$ cat src/rtl/multicycle_control_fsm.sv
// -----------------------------------------------------------------------------
// multicycle_control_fsm
//
// Control sequencer for the multicycle RISC core. It owns the state register,
// decodes the instruction held in the IR and drives every datapath mux select
// and enable for FETCH -> DECODE -> EXEC -> MEM -> WB. It also handles
// conditional ADD/NAND writeback (carry/zero), memory wait states and the
// LM/SM multi-register loop.
//
// Only state, multi_idx and illegal are registered. Every other output is
// decoded combinationally from the current state and the IR fields. While
// reset_i is high, all outputs are forced to their idle values.
//
// Ports
//   clk_i          clock; all state updates occur on the rising edge
//   reset_i        synchronous, active-high reset
//   ir_i           current instruction register contents
//   carry_flag_i   stored C flag
//   zero_flag_i    stored Z flag
//   alu_eq_i       ALU operands are equal (BEQ)
//   mem_ready_i    memory has completed the current read or write
//   ir_we_o        load IR from memory data
//   pc_we_o        load PC
//   mem_rd_o       memory read request
//   mem_wr_o       memory write request
//   rf_we_o        register-file write enable
//   rf_wa_sel_o    RF write address: 0=IR[11:9] 1=IR[8:6] 2=IR[5:3] 3=multi_idx
//   rf_wd_sel_o    RF write data:    0=ALU 1=mem data 2=PC 3=LHI immediate
//   alu_a_sel_o    ALU A input:      0=PC 1=regA 2=T1
//   alu_b_sel_o    ALU B input:      0=regB 1=const 1 2=sext6 3=sext9
//   alu_op_o       ALU function:     0=add 1=nand 2=sub/compare
//   cz_we_o        update the C/Z flags
//   multi_idx_o    current LM/SM register index
//   state_o        encoded state, for debug (FETCH = 0)
//   illegal_o      sticky flag; set when an undefined opcode is decoded
// -----------------------------------------------------------------------------
module multicycle_control_fsm #(
    parameter int IR_W    = 16,
    parameter int RA_W    = 3,
    parameter int MULTI_W = 8
) (
    input  logic            clk_i,
    input  logic            reset_i,
    input  logic [IR_W-1:0] ir_i,
    input  logic            carry_flag_i,
    input  logic            zero_flag_i,
    input  logic            alu_eq_i,
    input  logic            mem_ready_i,
    output logic            ir_we_o,
    output logic            pc_we_o,
    output logic            mem_rd_o,
    output logic            mem_wr_o,
    output logic            rf_we_o,
    output logic [1:0]      rf_wa_sel_o,
    output logic [1:0]      rf_wd_sel_o,
    output logic [1:0]      alu_a_sel_o,
    output logic [1:0]      alu_b_sel_o,
    output logic [1:0]      alu_op_o,
    output logic            cz_we_o,
    output logic [RA_W-1:0] multi_idx_o,
    output logic [4:0]      state_o,
    output logic            illegal_o
);

    typedef enum logic [4:0] {
        S_FETCH    = 5'd0,
        S_DECODE   = 5'd1,
        S_EXR      = 5'd2,
        S_WB_R     = 5'd3,
        S_EXI      = 5'd4,
        S_WB_I     = 5'd5,
        S_WB_LHI   = 5'd6,
        S_MADDR    = 5'd7,
        S_MRD      = 5'd8,
        S_WB_MEM   = 5'd9,
        S_MWR      = 5'd10,
        S_MINIT    = 5'd11,
        S_MSCAN    = 5'd12,
        S_MXFER    = 5'd13,
        S_MINC     = 5'd14,
        S_BCMP     = 5'd15,
        S_BTAKE    = 5'd16,
        S_JAL_LINK = 5'd17,
        S_JAL_JUMP = 5'd18,
        S_JLR_LINK = 5'd19,
        S_JLR_JUMP = 5'd20
    } state_e;

    localparam logic [3:0] OP_ADD  = 4'b0000;
    localparam logic [3:0] OP_ADI  = 4'b0001;
    localparam logic [3:0] OP_NAND = 4'b0010;
    localparam logic [3:0] OP_LHI  = 4'b0011;
    localparam logic [3:0] OP_LW   = 4'b0100;
    localparam logic [3:0] OP_SW   = 4'b0101;
    localparam logic [3:0] OP_LM   = 4'b0110;
    localparam logic [3:0] OP_SM   = 4'b0111;
    localparam logic [3:0] OP_JAL  = 4'b1000;
    localparam logic [3:0] OP_JLR  = 4'b1001;
    localparam logic [3:0] OP_BEQ  = 4'b1100;

    localparam logic [RA_W-1:0] LAST_IDX = RA_W'(MULTI_W - 1);

    state_e            state_q;
    logic [RA_W-1:0]   multi_idx_q;
    logic              illegal_q;

    logic [3:0]         opcode;
    logic [1:0]         cond;
    logic [MULTI_W-1:0] bitmap;
    logic               cond_ok;
    logic               is_lm;
    logic               last_idx;

    assign opcode   = ir_i[IR_W-1 -: 4];
    assign cond     = ir_i[1:0];
    assign bitmap   = ir_i[MULTI_W-1:0];
    assign is_lm    = (opcode == OP_LM);
    assign last_idx = (multi_idx_q == LAST_IDX);

    // cond 2'b11 is trapped as illegal before this is consulted.
    assign cond_ok = (cond == 2'b00) ||
                     (cond == 2'b10 && carry_flag_i) ||
                     (cond == 2'b01 && zero_flag_i);

    // -------------------------------------------------------------------------
    // State sequencing
    // -------------------------------------------------------------------------
    // NOTE: every register in this block uses non-blocking assignment. Each
    // branch then sees the values from before the clock edge, regardless of
    // the order in which the statements are written.
    always_ff @(posedge clk_i) begin
        if (reset_i) begin
            state_q     <= S_FETCH;
            multi_idx_q <= '0;
            illegal_q   <= 1'b0;
        end else begin
            case (state_q)
                S_FETCH: begin
                    if (mem_ready_i) state_q <= S_DECODE;
                end
                S_DECODE: begin
                    case (opcode)
                        OP_ADD, OP_NAND: begin
                            if (cond == 2'b11) begin
                                illegal_q <= 1'b1;
                                state_q   <= S_FETCH;
                            end else begin
                                // A failed condition retires the instruction
                                // with no flag or register update.
                                state_q <= cond_ok ? S_EXR : S_FETCH;
                            end
                        end
                        OP_ADI:        state_q <= S_EXI;
                        OP_LHI:        state_q <= S_WB_LHI;
                        OP_LW, OP_SW:  state_q <= S_MADDR;
                        OP_LM, OP_SM:  state_q <= S_MINIT;
                        OP_BEQ:        state_q <= S_BCMP;
                        OP_JAL:        state_q <= S_JAL_LINK;
                        OP_JLR:        state_q <= S_JLR_LINK;
                        default: begin
                            illegal_q <= 1'b1;
                            state_q   <= S_FETCH;
                        end
                    endcase
                end
                S_EXR:      state_q <= S_WB_R;
                S_WB_R:     state_q <= S_FETCH;
                S_EXI:      state_q <= S_WB_I;
                S_WB_I:     state_q <= S_FETCH;
                S_WB_LHI:   state_q <= S_FETCH;
                S_MADDR:    state_q <= (opcode == OP_LW) ? S_MRD : S_MWR;
                S_MRD: begin
                    if (mem_ready_i) state_q <= S_WB_MEM;
                end
                S_WB_MEM:   state_q <= S_FETCH;
                S_MWR: begin
                    if (mem_ready_i) state_q <= S_FETCH;
                end
                S_MINIT: begin
                    multi_idx_q <= '0;
                    state_q     <= S_MSCAN;
                end
                S_MSCAN: begin
                    // Set bits detour through MXFER/MINC. MINC then advances
                    // the index itself, so only clear bits step the index here.
                    if (bitmap[multi_idx_q]) begin
                        state_q <= S_MXFER;
                    end else if (last_idx) begin
                        state_q <= S_FETCH;
                    end else begin
                        multi_idx_q <= multi_idx_q + 1'b1;
                    end
                end
                S_MXFER: begin
                    if (mem_ready_i) state_q <= S_MINC;
                end
                S_MINC: begin
                    if (last_idx) begin
                        state_q <= S_FETCH;
                    end else begin
                        multi_idx_q <= multi_idx_q + 1'b1;
                        state_q     <= S_MSCAN;
                    end
                end
                S_BCMP:     state_q <= alu_eq_i ? S_BTAKE : S_FETCH;
                S_BTAKE:    state_q <= S_FETCH;
                S_JAL_LINK: state_q <= S_JAL_JUMP;
                S_JAL_JUMP: state_q <= S_FETCH;
                S_JLR_LINK: state_q <= S_JLR_JUMP;
                S_JLR_JUMP: state_q <= S_FETCH;
                default:    state_q <= S_FETCH;
            endcase
        end
    end

    // -------------------------------------------------------------------------
    // Output decode
    // -------------------------------------------------------------------------
    // NOTE: every output gets a default value before the case statement, so
    // any state that leaves a signal untouched still drives it. Without the
    // defaults, synthesis would infer latches to hold the old value.
    always_comb begin
        ir_we_o     = 1'b0;
        pc_we_o     = 1'b0;
        mem_rd_o    = 1'b0;
        mem_wr_o    = 1'b0;
        rf_we_o     = 1'b0;
        rf_wa_sel_o = 2'd0;
        rf_wd_sel_o = 2'd0;
        alu_a_sel_o = 2'd0;
        alu_b_sel_o = 2'd0;
        alu_op_o    = 2'd0;
        cz_we_o     = 1'b0;
        if (!reset_i) begin
            case (state_q)
                S_FETCH: begin
                    // PC + 1 is computed every cycle, but IR and PC load only
                    // when the fetch completes.
                    mem_rd_o    = 1'b1;
                    alu_b_sel_o = 2'd1;
                    ir_we_o     = mem_ready_i;
                    pc_we_o     = mem_ready_i;
                end
                S_EXR: begin
                    alu_a_sel_o = 2'd1;
                    alu_op_o    = (opcode == OP_NAND) ? 2'd1 : 2'd0;
                    cz_we_o     = 1'b1;
                end
                S_WB_R: begin
                    rf_we_o     = 1'b1;
                    rf_wa_sel_o = 2'd2;
                end
                S_EXI: begin
                    alu_a_sel_o = 2'd1;
                    alu_b_sel_o = 2'd2;
                    cz_we_o     = 1'b1;
                end
                S_WB_I: begin
                    rf_we_o     = 1'b1;
                    rf_wa_sel_o = 2'd1;
                end
                S_WB_LHI: begin
                    rf_we_o     = 1'b1;
                    rf_wd_sel_o = 2'd3;
                end
                S_MADDR: begin
                    // Effective address = register operand + sext6; T1 holds it.
                    alu_a_sel_o = 2'd1;
                    alu_b_sel_o = 2'd2;
                end
                S_MRD:    mem_rd_o = 1'b1;
                S_WB_MEM: begin
                    rf_we_o     = 1'b1;
                    rf_wd_sel_o = 2'd1;
                    cz_we_o     = 1'b1;
                end
                S_MWR:    mem_wr_o = 1'b1;
                S_MINIT:  alu_a_sel_o = 2'd1;   // T1 <= regA
                S_MXFER: begin
                    mem_rd_o    = is_lm;
                    mem_wr_o    = !is_lm;
                    rf_we_o     = is_lm && mem_ready_i;
                    rf_wa_sel_o = 2'd3;
                    rf_wd_sel_o = 2'd1;
                end
                S_MINC: begin
                    alu_a_sel_o = 2'd2;
                    alu_b_sel_o = 2'd1;
                end
                S_BCMP: begin
                    alu_a_sel_o = 2'd1;
                    alu_op_o    = 2'd2;
                end
                S_BTAKE: begin
                    pc_we_o     = 1'b1;
                    alu_b_sel_o = 2'd2;
                end
                S_JAL_LINK, S_JLR_LINK: begin
                    rf_we_o     = 1'b1;
                    rf_wd_sel_o = 2'd2;
                end
                S_JAL_JUMP: begin
                    pc_we_o     = 1'b1;
                    alu_b_sel_o = 2'd3;
                end
                // The datapath masks A to zero here, so PC <= regB.
                S_JLR_JUMP: pc_we_o = 1'b1;
                default: ;
            endcase
        end
    end

    assign multi_idx_o = multi_idx_q;
    assign state_o     = state_q;
    assign illegal_o   = illegal_q;

endmodule

$ cat config.mk
export PLATFORM = sky130hd
export DESIGN_NAME = multicycle_control_fsm
export DESIGN_NICKNAME = d
export VERILOG_FILES = /design/src/rtl/multicycle_control_fsm.sv
export SDC_FILE = /design/constraint.sdc
export NUM_CORES = 1
export LEC_CHECK = 0
export CORE_ASPECT_RATIO = 0.6
export CORE_MARGIN = 3
export CORE_UTILIZATION = 48
export DETAILED_ROUTE_END_ITERATION = 8
export MAX_ROUTING_LAYER = met4
export PLACE_DENSITY_LB_ADDON = 0.25
export SKIP_CTS_REPAIR_TIMING = 1
export SYNTH_ARGS = -nofsm -noshare
export SYNTH_HDL_FRONTEND = slang
export SYNTH_SLANG_ARGS = --single-unit
$ cat constraint.sdc
create_clock -name clk_i -period 3.5 [get_ports clk_i]
set_clock_uncertainty 0.1 [all_clocks]
set_input_delay 0.7 -clock clk_i [delete_from_list [all_inputs] [get_ports clk_i]]
set_output_delay 0.7 -clock clk_i [all_outputs]
set_load 0.01 [all_outputs]
Word level (Yosys, flattened, before mapping)
Index checks and enable logic that the tools add are counted.

Register bits after elaboration: 9. Output and inout port bits: 25. Logic and storage cells: 116.

Add/subtract/negate cells: 1. $lt $le $gt $ge: 1. Eq/ne operators: 41. Muxes and demuxes: 43. Bitwise logic cells: 1. Reduce and logical (&&, ||, !) cells: 26.

Operator list (number): $pmux W5 S14 (1); $eq A5 B4 Y1 const B (8); $pmux W5 S8 (1); $mux W5 (7); $eq A5 B5 Y1 const B (5); $eq A5 B3 Y1 const B (4); $pmux W2 S3 (3); $eq A4 B3 Y1 const B (4); $mux W2 (8); $reduce_or A2 Y1 (7); $eq A4 B4 Y1 const B (3); $ne A2 B2 Y1 const B (6); $mux W1 (11); $eq A5 B2 Y1 const B (2); $pmux W1 S2 (5); $pmux W3 S3 (1); $reduce_or A3 Y1 (3); $reduce_or A9 Y1 (1); $eq A4 B2 Y1 const B (2); $pmux W2 S2 (2); $mux W3 (2); $reduce_or A6 Y1 (1); $eq A5 B1 Y1 const B (1); $logic_not A5 Y1 (1); 20 further kinds (24).

Logic depth before layout (Yosys ltp)
Depth in word-level cells: 8. Depth in mapped cells: 9. Gate-level depth less buffers: 8.

Least setup slack after synthesis
No wires, ideal clock.

Kind: reg2out. Start: register state_q[2], in the netlist state_o[2]. End: output alu_b_sel_o[0]. Arrival time: 1660 ps. Required time: 2700 ps. Slack: 1040 ps. Stages on the path, launching flop included: 8. Buffers on the path: 3. Cell sequence: dfxtp_1 -> buf_2 -> clkbuf_1 -> buf_2 -> nand2b_1 -> o22ai_1 -> a21oi_1 -> nor3_1.

Cells in the longest elaborated chain, start to end: 4.

Ends and longest elaborated chain: from (decl) (RTL line 103) `state_e state_q;`; from (signal assigned) (RTL line 150) `state_q <= cond_ok ? S_EXR : S_FETCH;`; from (signal assigned) (RTL line 171) `S_MADDR: state_q <= (opcode == OP_LW) ? S_MRD : S_MWR;`; $eq A5 B3 Y1, or another cell as far along (RTL line 235) `case (state_q)`; $reduce_or A3 Y1 (no source line) or $reduce_or A2 Y1 (tied branches); $pmux W2 S3 * (RTL line 235); $mux W2 * (RTL line 234) `if (!reset_i) begin`; to (decl) (RTL line 57) `output logic [1:0] alu_b_sel_o,`.

Mark *: on every way between the ends. The rest lies on a longest branch, timed or not.

Worst setup path after layout
Start: input ir_i[13]. End: output mem_rd_o.

Cells in the longest elaborated chain, start to end: 3.

Ends and longest elaborated chain: from (decl) (RTL line 44) `input logic [IR_W-1:0] ir_i,`; $eq A4 B3 Y1 (RTL line 117) `assign is_lm = (opcode == OP_LM);`; $pmux W1 S2 (RTL line 235); $mux W1 (RTL line 234); to (decl) (RTL line 51) `output logic mem_rd_o,`.

Every way passes these cells.

==> results.yml <==
run_status:
  outcome: "finished, final reports clean"
grt:
  grt_pass1_wl_mm: 7.14
  grt_max_degree: 22
  grt_overflow: 0
  antenna_found_initial: 0
  grt_pass1_vias: 1488
  grt_usage_pct: 28.5
yosys:
  synth_cells: 196
  yosys-top-cells-area: "dfxtp_1 (14%), nor2_1 (8.8%), a21oi_1 (5.8%)"
  avgSynthCellArea_um2: 6.56
  yosysTopAreaCellShare_pct: 14.0
  yosys-top-cells-count: "nor2_1 (30), nand2_1 (16), a21oi_1 (15), nor3_1 (12), nand2b_1 (11)"
  yosysTopAreaCell: "dfxtp_1"
  syn_nets: 220
  synth-edff-count: 0
  ys_types: 50
  synth_area_um2: 1280
  synth_seq_cells: 9
  yosysWarnings: 0
  synth-seq-area-share_pct: 14.0
  ys.flop_type: "dfxtp_1"
  async_flop_share_pct: 0
  synth.most_common_cell: "nor2_1"
clock_network:
  cts_root_buf: "clkbuf_8"
  htreeDepth: 1
  insertion_delay_ns: 0.24
  cts_tree: "built"
  path_clk_slew_ns: 0.05
  cts_buffers: 3
  clock_path_buffers: 2
  cts.sinks: 9
layout:
  multi_input_comb_area_um2: 1010
  layout-drive-gt1-share_pct: 9.44
  fillers: 179
  register_area_um2: 180
  fin_nets: 258
  syn_to_final_growth_pct: 38.6
  post-route-util_pct: 76.0
  n_antenna_cell: 0
floorplanning:
  dieArea_um2: 3350
  pin_count: 47
  core_um2: 2340
  die_x_um: 72.8
  die_h_um: 46.1
  start_util_pct: 54.9
  rows: 13
routing:
  vias: 1683
  route.detailed.drc: 0
  via_per_inst: 6.40
  ant_nets: 0
  first_pass_iters: 5
  routed_wirelength_mm: 4.46
  first_iter_violations: 292
  wl_per_cell_um: 16.9
placement:
  portBuffers: 42
  place_hpwl_mm: 3.33
  gp_congestion: 0.995
pwr:
  p_sw_share_pct: 41.7
  vdd_drop_max_mv: 0.122
  finalPower_uw: 544
  power_frac_comb_pct: 50.8
  p_seq_share_pct: 25.0
  pwr_density_cell_nw_per_um2: 306
  power_frac_clock_pct: 24.2
  p_leak_uw: 0.000640
  cellInternalPower_uw: 317
  p_switching_uw: 227
sta:
  slew_viol_final: 0
  max_freq_mhz: 301
  hold_viol_final: 0
  worst_pin_slew_ns: 0.691
  setup_tns_ns: 0
  rsz0062_at_grt: "false"
  slew_headroom_pct: 53.9
  period_share_pct: 94.9
  finalCriticalPeriod_ns: 3.32
  setup_viol: 0
setup_path:
  arrival_ns: 2.52
  critPathRequiredTime_ns: 2.70
  cp-end-kind: "primary output"
  crit_fanout: 3
  cp-start-kind: "input pin"
  crit_type: "in -> out"
hold_path:
  hp-class: "reg -> reg"
run:
  maxCapViolCount: 0
metrics by stage:
stage          instances  area, um2  hold slack [ns]  setup slack (ns)
4_1_cts              263       1780            0.372             0.171
3_3_place_gp         259       1740            0.355             0.281
5_1_grt              263       1780            0.432            0.0532
6_report             263       1780            0.366             0.179
2_1_floorplan        196       1280            0.405              1.04
3_5_place_dp         259       1740            0.373             0.171
worst max-delay path, cell delays in order:
cell	delay [ns]
clkdlybuf4s50_1	0.47
nor2b_1	0.20
nand3b_1	0.21
o31ai_1	0.24
and3b_1	0.18
clkdlybuf4s50_1	0.53
metal layers:
metal	GRT usage, %	wire length, um	part of all wire (%)	up-vias
met1	35.5	1860	42	755
met3	8.71	548	12	23
li1	-	-	-	786
met2	45.3	1940	43	119
met5	-	0	0	-
met4	7.72	110	2.5	0
layout make-up:
class | instances | share of cell area, %
clock buffer | 4 | 2.53
inverter | 3 | 0.632
multi-input combinational | 165 | 56.8
sequential | 9 | 10.1
tap | 30 | 2.11
timing repair buffer | 52 | 27.8
power groups by stage:
stage / registers [uW] / clock network, uW / logic (uW)
6_report: 136 / 132 / 276
5_1_grt: 138 / 133 / 299
4_1_cts: 134 / 129 / 270
3_5_place_dp: 136 / 0 / 269
3_3_place_gp: 135 / 0 / 258
2_1_floorplan: 122 / 0 / 176
path summary, 6_finish.rpt:
check	start	end	slack, ns	cells after the start
hold reg to reg	illegal_o	illegal_o	0.37	2
setup / recovery	ir_i[13]	mem_rd_o	0.18	6
setup reg to reg	state_o[3]	state_o[1]	1.23	6
hold / removal	illegal_o	illegal_o	0.37	2
registers in the layout (all words and copies together), names as in the netlist:
signal,cells
illegal_o,1
multi_idx_o,3
state_o,5
cell families after synthesis:
logic type	synth area share, %
AO/OA/AOI/OAI	28.9
XOR/XNOR	1.36
adder cells (fa/ha/maj)	1.95
buffers and inverters	7.30
flip-flops	14.0
multiplexers	7.21
AND/OR/NAND/NOR	39.2
placed cells by master, fill, tap and decap left out, types with 5 or more instances in the layout:
cell type / n
mux2i_1: 7
nand2b_1: 11
clkdlybuf4s50_1: 42
a21oi_1: 15
o21ai_0: 8
dfxtp_1: 9
nor2_1: 30
nor2b_1: 6
a31oi_1: 5
nor3_1: 12
nand2_1: 16
buf_4: 10
Note: power is estimated with default switching activity, not from simulation.
